[config.mk]
export PLATFORM = sky130hd
export DESIGN_NAME = wshb_frame_reader_flat
export DESIGN_NICKNAME = d
export VERILOG_FILES = /design/src/rtl/wshb_frame_reader_pkg.sv /design/src/rtl/wshb_frame_reader_if.sv /design/src/rtl/wshb_frame_reader_pix_fifo.sv /design/src/rtl/wshb_frame_reader.sv /design/src/flat_wrapper.sv
export SDC_FILE = /design/constraint.sdc
export NUM_CORES = 1
export LEC_CHECK = 0
export CORE_MARGIN = 3
export CORE_UTILIZATION = 60
export CTS_CLUSTER_SIZE = 10
export DETAILED_ROUTE_END_ITERATION = 8
export PLACE_DENSITY_LB_ADDON = 0.08
export SLEW_MARGIN = 10
export SYNTH_ARGS = -nofsm -noshare
export SYNTH_HDL_FRONTEND = slang
export SYNTH_HIERARCHICAL = 1
export SYNTH_SLANG_ARGS = --single-unit
[constraint.sdc]
create_clock -name clk -period 6.3 [get_ports clk]
set_input_delay 0.63 -clock clk [delete_from_list [all_inputs] [get_ports clk]]
set_output_delay 0.63 -clock clk [all_outputs]
set_load 0.02 [all_outputs]
[src/rtl/wshb_frame_reader_pkg.sv]
// Shared types and constants for the Wishbone framebuffer reader.
// Pixel/FIFO entry types, FSM states and CTI encodings.
package wshb_frame_reader_pkg;

    typedef enum logic [1:0] {
        IDLE,
        WAIT,
        BURST
    } state_t;

    typedef logic [15:0] pixel_t;

    typedef struct packed {
        logic   sof;
        pixel_t data;
    } fifo_entry_t;

    localparam logic [2:0] CTI_CLASSIC = 3'b000;
    localparam logic [2:0] CTI_INCR    = 3'b010;
    localparam logic [2:0] CTI_EOB     = 3'b111;

    function automatic int unsigned npix(
        input int unsigned h,
        input int unsigned v
    );
        return h * v;
    endfunction

endpackage

[src/rtl/wshb_frame_reader_if.sv]
// Wishbone 16-bit master/slave bundle for the framebuffer reader.
// WSHB_FRAME_READER_CTI_EN adds registered-feedback cti/bte signals.
interface wshb_frame_reader_if #(
    parameter int ADDR_W = 32
);
    logic [ADDR_W-1:0] wb_adr_o;
    logic [15:0]       wb_dat_i;
    logic              wb_cyc_o;
    logic              wb_stb_o;
    logic              wb_we_o;
    logic [1:0]        wb_sel_o;
    logic              wb_ack_i;
`ifdef WSHB_FRAME_READER_CTI_EN
    logic [2:0]        wb_cti_o;
    logic [1:0]        wb_bte_o;

    modport master (
        output wb_adr_o, wb_cyc_o, wb_stb_o, wb_we_o, wb_sel_o,
        output wb_cti_o, wb_bte_o,
        input  wb_dat_i, wb_ack_i
    );
    modport slave (
        input  wb_adr_o, wb_cyc_o, wb_stb_o, wb_we_o, wb_sel_o,
        input  wb_cti_o, wb_bte_o,
        output wb_dat_i, wb_ack_i
    );
`else
    modport master (
        output wb_adr_o, wb_cyc_o, wb_stb_o, wb_we_o, wb_sel_o,
        input  wb_dat_i, wb_ack_i
    );
    modport slave (
        input  wb_adr_o, wb_cyc_o, wb_stb_o, wb_we_o, wb_sel_o,
        output wb_dat_i, wb_ack_i
    );
`endif
endinterface

[src/rtl/wshb_frame_reader_pix_fifo.sv]
// Single-clock show-ahead FIFO of tagged pixels.
// Head entry is read straight from the register array.
module pix_fifo
    import wshb_frame_reader_pkg::*;
#(
    parameter int DEPTH = 64
) (
    input  logic                     clk,
    input  logic                     reset_n,
    input  logic                     push,
    input  fifo_entry_t              wr_data,
    input  logic                     pop,
    output fifo_entry_t              rd_data,
    output logic [$clog2(DEPTH):0]   count,
    output logic                     full,
    output logic                     empty
);
    localparam int AW = $clog2(DEPTH);

    fifo_entry_t mem [DEPTH];
    logic [AW:0] wr_ptr;
    logic [AW:0] rd_ptr;
    logic        do_push;
    logic        do_pop;

    assign empty   = (wr_ptr == rd_ptr);
    assign full    = (wr_ptr[AW] != rd_ptr[AW]) &&
                     (wr_ptr[AW-1:0] == rd_ptr[AW-1:0]);
    assign count   = wr_ptr - rd_ptr;
    assign do_pop  = pop && !empty;
    // A full FIFO still accepts a write when the head leaves this cycle.
    assign do_push = push && (!full || do_pop);
    assign rd_data = mem[rd_ptr[AW-1:0]];

    always_ff @(posedge clk) begin
        if (do_push) begin
            mem[wr_ptr[AW-1:0]] <= wr_data;
        end
    end

    always_ff @(posedge clk or negedge reset_n) begin
        if (!reset_n) begin
            wr_ptr <= '0;
            rd_ptr <= '0;
        end else begin
            if (do_push) wr_ptr <= wr_ptr + 1'b1;
            if (do_pop)  rd_ptr <= rd_ptr + 1'b1;
        end
    end

endmodule

[src/rtl/wshb_frame_reader.sv]
// Wishbone burst reader streaming a framebuffer into a pixel stream.
// Define WSHB_FRAME_READER_CTI_EN to drive cti/bte burst tags.
module wshb_frame_reader
    import wshb_frame_reader_pkg::*;
#(
    parameter int HDISP      = 640,
    parameter int VDISP      = 480,
    parameter int BURST_LEN  = 16,
    parameter int FIFO_DEPTH = 64,
    parameter int ADDR_W     = 32
) (
    input  logic              clk,
    input  logic              reset_n,
    input  logic              enable,
    input  logic [ADDR_W-1:0] frame_base,
    wshb_frame_reader_if.master wb,
    output pixel_t            pix_data,
    output logic              pix_valid,
    input  logic              pix_ready,
    output logic              pix_sof,
    output logic              underflow
);
    localparam int unsigned NPIX = npix(HDISP, VDISP);
    localparam int CW = (NPIX > 1) ? $clog2(NPIX) : 1;
    localparam int BW = (BURST_LEN > 1) ? $clog2(BURST_LEN) : 1;
    localparam int FW = $clog2(FIFO_DEPTH) + 1;

    state_t            state;
    state_t            state_nxt;
    logic [CW-1:0]     pix_cnt;
    logic [ADDR_W-1:0] adr;
    logic [BW-1:0]     beat;
    logic              beat_ack;
    logic              last_beat;
    logic              last_pix;
    logic              room;
    logic [FW-1:0]     fifo_count;
    logic              fifo_full;
    logic              fifo_empty;
    fifo_entry_t       wr_entry;
    fifo_entry_t       head;

    assign beat_ack  = (state == BURST) && wb.wb_ack_i;
    assign last_beat = (beat == BW'(BURST_LEN - 1));
    assign last_pix  = (pix_cnt == CW'(NPIX - 1));
    assign room      = !fifo_full &&
                       ((FW'(FIFO_DEPTH) - fifo_count) >= FW'(BURST_LEN));

    always_comb begin
        state_nxt = state;
        unique case (state)
            IDLE:    if (enable) state_nxt = WAIT;
            WAIT: begin
                if (!enable)   state_nxt = IDLE;
                else if (room) state_nxt = BURST;
            end
            BURST:   if (beat_ack && last_beat) state_nxt = WAIT;
            default: state_nxt = IDLE;
        endcase
    end

    always_ff @(posedge clk or negedge reset_n) begin
        if (!reset_n) begin
            state     <= IDLE;
            pix_cnt   <= '0;
            adr       <= '0;
            beat      <= '0;
            underflow <= 1'b0;
        end else begin
            state <= state_nxt;
            if (state == IDLE && enable) begin
                adr     <= frame_base;
                pix_cnt <= '0;
            end
            if (beat_ack) begin
                beat <= last_beat ? '0 : beat + 1'b1;
                // Wrap may land mid-burst; the burst keeps going from the base.
                if (last_pix) begin
                    pix_cnt <= '0;
                    adr     <= frame_base;
                end else begin
                    pix_cnt <= pix_cnt + 1'b1;
                    adr     <= adr + ADDR_W'(2);
                end
            end
            if (state != IDLE && pix_ready && fifo_empty) begin
                underflow <= 1'b1;
            end
        end
    end

    assign wb.wb_adr_o = adr;
    assign wb.wb_cyc_o = (state == BURST);
    assign wb.wb_stb_o = (state == BURST);
    assign wb.wb_we_o  = 1'b0;
    assign wb.wb_sel_o = 2'b11;
`ifdef WSHB_FRAME_READER_CTI_EN
    assign wb.wb_cti_o = (state != BURST) ? CTI_CLASSIC :
                         last_beat        ? CTI_EOB : CTI_INCR;
    assign wb.wb_bte_o = 2'b00;
`endif

    assign wr_entry.sof  = (pix_cnt == '0);
    assign wr_entry.data = wb.wb_dat_i;

    pix_fifo #(
        .DEPTH (FIFO_DEPTH)
    ) u_fifo (
        .clk     (clk),
        .reset_n (reset_n),
        .push    (beat_ack),
        .wr_data (wr_entry),
        .pop     (pix_valid && pix_ready),
        .rd_data (head),
        .count   (fifo_count),
        .full    (fifo_full),
        .empty   (fifo_empty)
    );

    assign pix_valid = !fifo_empty;
    assign pix_data  = head.data;
    assign pix_sof   = head.sof && !fifo_empty;

endmodule
[src/flat_wrapper.sv]
// flat-port wrapper written by rule: the top's interface ports become plain ports
module wshb_frame_reader_flat import wshb_frame_reader_pkg::*;
#(
    parameter int HDISP      = 640,
    parameter int VDISP      = 480,
    parameter int BURST_LEN  = 16,
    parameter int FIFO_DEPTH = 64,
    parameter int ADDR_W     = 32
)
  (clk, reset_n, enable, frame_base, pix_data, pix_valid, pix_ready, pix_sof, underflow, wb_wb_adr_o, wb_wb_cyc_o, wb_wb_stb_o, wb_wb_we_o, wb_wb_sel_o, wb_wb_dat_i, wb_wb_ack_i);
  wshb_frame_reader_if #(.ADDR_W(ADDR_W)) wb_i ();
  input  logic clk;
  input  logic reset_n;
  input  logic enable;
  input  logic [ADDR_W-1:0] frame_base;
  output pixel_t pix_data;
  output logic pix_valid;
  input  logic pix_ready;
  output logic pix_sof;
  output logic underflow;
  output wire logic [$bits(wb_i.wb_adr_o)-1:0] wb_wb_adr_o;
  output wire logic [$bits(wb_i.wb_cyc_o)-1:0] wb_wb_cyc_o;
  output wire logic [$bits(wb_i.wb_stb_o)-1:0] wb_wb_stb_o;
  output wire logic [$bits(wb_i.wb_we_o)-1:0] wb_wb_we_o;
  output wire logic [$bits(wb_i.wb_sel_o)-1:0] wb_wb_sel_o;
  input wire logic [$bits(wb_i.wb_dat_i)-1:0] wb_wb_dat_i;
  input wire logic [$bits(wb_i.wb_ack_i)-1:0] wb_wb_ack_i;
  assign wb_wb_adr_o = wb_i.wb_adr_o;
  assign wb_wb_cyc_o = wb_i.wb_cyc_o;
  assign wb_wb_stb_o = wb_i.wb_stb_o;
  assign wb_wb_we_o = wb_i.wb_we_o;
  assign wb_wb_sel_o = wb_i.wb_sel_o;
  assign wb_i.wb_dat_i = wb_wb_dat_i;
  assign wb_i.wb_ack_i = wb_wb_ack_i;
  wshb_frame_reader #(.HDISP(HDISP), .VDISP(VDISP), .BURST_LEN(BURST_LEN), .FIFO_DEPTH(FIFO_DEPTH), .ADDR_W(ADDR_W)) u_core (.clk(clk), .reset_n(reset_n), .enable(enable), .frame_base(frame_base), .wb(wb_i), .pix_data(pix_data), .pix_valid(pix_valid), .pix_ready(pix_ready), .pix_sof(pix_sof), .underflow(underflow));
endmodule
==> out/results.txt <==
Global Route Usage Sum: 29.5%
slew margin rel.: 18.6%
ratio of cells with drive above 1 in the final layout: 19.3%
htree depth: 4
Die Wd: 284 µm
postcts setup bufs: 0
period utilization: 92.6%
hpwl dp: 68800 µm
syn avg cell area: 18.7 µm²
Starting DRT DRC Count: 3279
Comb pwr share: 30.8%
area grow syn2layout: 13.1%
Die Y: 284 µm
setup TNS: 0 ns
Crit path largest cell delay: 1.03 ns
Yosys cell types: 81
GPL Wtd Cong: 0.883
Hold Violations, Final: 0
Buf/Inv on CP: 4
clk_lat worst skew: 0.72 ns
Leakage: 17.2 nW
antenna violation net count after detailed routing: 0
Power Internal: 15.5 mW
Max VDD drop: 0.000356 V
final setup violation count: 0
DP Area: 48700 µm²
largest net degree at the start of global routing: 83
DR pass1 iterations: 5
sequential share of power: 39.7%
Total Wirelength: 117000 µm
Port Buffers: 105
synthesized flop and latch total: 1160
power per cell area: 441 nW/µm²
post-route cell area: 52500 µm²
vias in the first global route: 25.3k
Setup crit end kind: output port
switch share: 32.9%
CP Max Fanout: 54
drt wl/cell: 30.9 µm
nets@finish: 2766
CP delay by family, top: buffers and inverters
Clk pwr share: 29.5%
# fillers: 4925
Worst Setup Start Kind: flop
RSZ-0062 raised after global routing: false
CTS tree: yes
top_reg_cell synth: edfxtp_1
Hold WC Path Type: input pin to async pin
Worst path slowest cell: dfrtp_4
vias per cell: 6.71
status: finished, final reports clean
final worst hold slack: 0.0291 ns
Worst EP arrival: 5.21 ns
Root Buffer: clkbuf_16
maxcap violations: 0
overall power: 23.2 mW
post-route DRC violation count: 0
total gr overflow: 0
# rows: 101
Post-synth EDFFs: 1088
CTS buffer count: 135
vias: 25.3k
CTS Hold Bufs: 0
first-pass GRT wire length: 173000 µm
CTS Buffer Depth: 3
Ports: 109
Peak Freq: 171 MHz
Initial Utilization: 60.8%
Slew @ Worst Pin: 1.22 ns
core area: 76300 µm²
CP Class: flop to output port
Mapped Cells: 2487
async set or reset register ratio after synthesis: 6.21%
Syn Std Cell Area: 46400 µm²
sequential share of the synthesized area: 74.3%
critical path required time: 5.67 ns
Slew Limit Fails: 0
yosys warns: 6
Clock Pin Slew Worst Setup and Hold Paths: 0.06 ns
Final Critical Period: 5.84 ns
die area: 80700 µm²
number of gates resized after CTS: 0
clock tree sinks: 1160
initial antenna violation count: 4
clock skew: 0.0200 ns
sw power: 7.63 mW
crit-path cells: buf_4 > buf_4 > mux4_2 > inv_1 > o21ai_0 > a21oi_1 > a21oi_1 > clkdlybuf4s50_1
## per-layer routing
metal	vias up	share of wire [%]	wire length [µm]	track usage (%)
met3	221	10	11700	6.21
li1	10500	-	-	-
met4	4	3.3	3850	10.3
met2	1455	47	55100	45.0
met1	13200	39	45900	43.0
met5	-	0.020	23	0
## final timing paths
kind                                               from                  endpoint  slack (ns)  cells after the start
worst max-delay path            u_core/u_fifo/rd_ptr[1]               pix_data[6]        0.46                      8
worst min-delay path                            reset_n    u_core/wb.wb_adr_o[14]        0.03                      1
worst max register to register  u_core/u_fifo/rd_ptr[3]  u_core/u_fifo/mem[59][9]        1.72                     11
worst min register to register         u_core/underflow          u_core/underflow        0.48                      1
max in group asynchronous                       reset_n   u_core/u_fifo/rd_ptr[1]        5.47                      1
min in group clk                         wb_wb_dat_i[6]  u_core/u_fifo/mem[28][6]        0.36                      1
## layout by cell type (no fill, tap or decap), types with 10 or more instances in the layout
cell type / Yosys / routed
inv_1: 29 / 29
o21ai_0: 41 / 41
o21ai_1: 17 / 17
nand4_1: 20 / 20
nor3_1: 13 / 13
nand2_1: 176 / 176
nor2_1: 107 / 101
a221o_1: 10 / 10
a21oi_1: 48 / 48
mux4_2: 217 / 217
clkdlybuf4s50_1: 0 / 88
clkbuf_16: 0 / 138
buf_4: 22 / 109
o211ai_1: 10 / 10
dfrtp_1: 72 / 68
a22oi_1: 65 / 65
buf_2: 31 / 12
a221oi_1: 25 / 25
a31oi_1: 10 / 10
edfxtp_1: 1088 / 1088
a311oi_1: 15 / 15
a211oi_1: 13 / 13
ha_1: 12 / 12
nand3_1: 70 / 70
and2_1: 12 / 12
clkbuf_1: 51 / 27
mux2i_1: 107 / 107
a21o_1: 11 / 11
nor4_1: 17 / 16
xnor2_1: 15 / 15
## worst reg2reg max path, cell delays in order, from the launching register on
cell and delay (ns):
dfrtp_2 0.57, inv_1 0.73, ha_1 0.43, nand4_1 0.20
nor2_1 0.07, and2_1 0.24, nor2b_1 0.30, o41ai_4 0.17
nor2_1 0.24, nand3_1 0.52, nor2_1 0.44, buf_4 0.33
## power by group through the flow
stage                     clock network [mW]  registers (mW)  logic [mW]
after floorplan                            0            9.20        4.66
after global placement                     0            9.32        7.02
after detailed placement                   0            9.34        7.08
after CTS                               6.95            9.19        7.10
after global routing                    7.27            9.23        7.48
final                                   6.84            9.19        7.13
## through the flow
| stage | util, % | setup slack (ns) | instances |
|---|---|---|---|
| floorplan | - | 0.967 | 2488 |
| finish | 68.8 | 0.464 | 3774 |
| global placement | 63.8 | 1.24 | 3591 |
| detailed placement | 63.8 | 1.24 | 3591 |
| CTS | 68.7 | 0.454 | 3771 |
| global route | 68.8 | 0.381 | 3774 |
## final cells by class
| class | instances | area (µm²) | share of cell area [%] |
|---|---|---|---|
| sequential | 1160 | 34500 | 65.7 |
| timing repair buffer | 215 | 1880 | 3.58 |
| multi-input combinational | 1158 | 11000 | 20.9 |
| clock inverter | 15 | 216 | 0.412 |
| antenna | 1 | 2.50 | 0.00477 |
| inverter | 30 | 113 | 0.215 |
| tap | 1030 | 1290 | 2.46 |
| clock buffer | 165 | 3550 | 6.77 |
## cell families after synthesis
| kind of cell | share of synthesized area, % |
|---|---|
| flip-flops | 74.3 |
| AO/OA/AOI/OAI | 4.86 |
| adder cells (fa/ha/maj) | 0.367 |
| buffers and inverters | 2.23 |
| XOR/XNOR | 0.377 |
| other | 0.0162 |
| multiplexers | 13.1 |
| AND/OR/NAND/NOR | 4.81 |
## sequential cells by signal (all words and copies together), names as in the netlist
signal                count
u_core/beat               4
u_core/pix_cnt           19
u_core/state              2
u_core/u_fifo/mem      1088
u_core/u_fifo/rd_ptr      7
u_core/u_fifo/wr_ptr      7
u_core/underflow          1
u_core/wb.wb_adr_o       32
## synthesized netlist by cell type (all sizes together), types with 9 or more instances
cell type / number / area share, %
a211oi: 13 / 0.21
a21o: 12 / 0.20
a21oi: 49 / 0.54
a221o: 10 / 0.22
a221oi: 26 / 0.50
a22oi: 65 / 1.1
a311oi: 15 / 0.28
a31oi: 10 / 0.13
and2: 12 / 0.16
buf: 88 / 1.6
clkbuf: 52 / 0.42
dfrtp: 72 / 3.9
edfxtp: 1088 / 70
ha: 12 / 0.32
inv: 29 / 0.23
mux2i: 107 / 2.3
mux4: 218 / 11
nand2: 176 / 1.4
nand2b: 9 / 0.12
nand3: 70 / 0.75
nand4: 21 / 0.30
nor2: 107 / 0.87
nor3: 13 / 0.14
nor4: 20 / 0.33
o211ai: 10 / 0.16
o21ai: 58 / 0.63
xnor2: 15 / 0.28
Power figures use the tool's default switching activity.
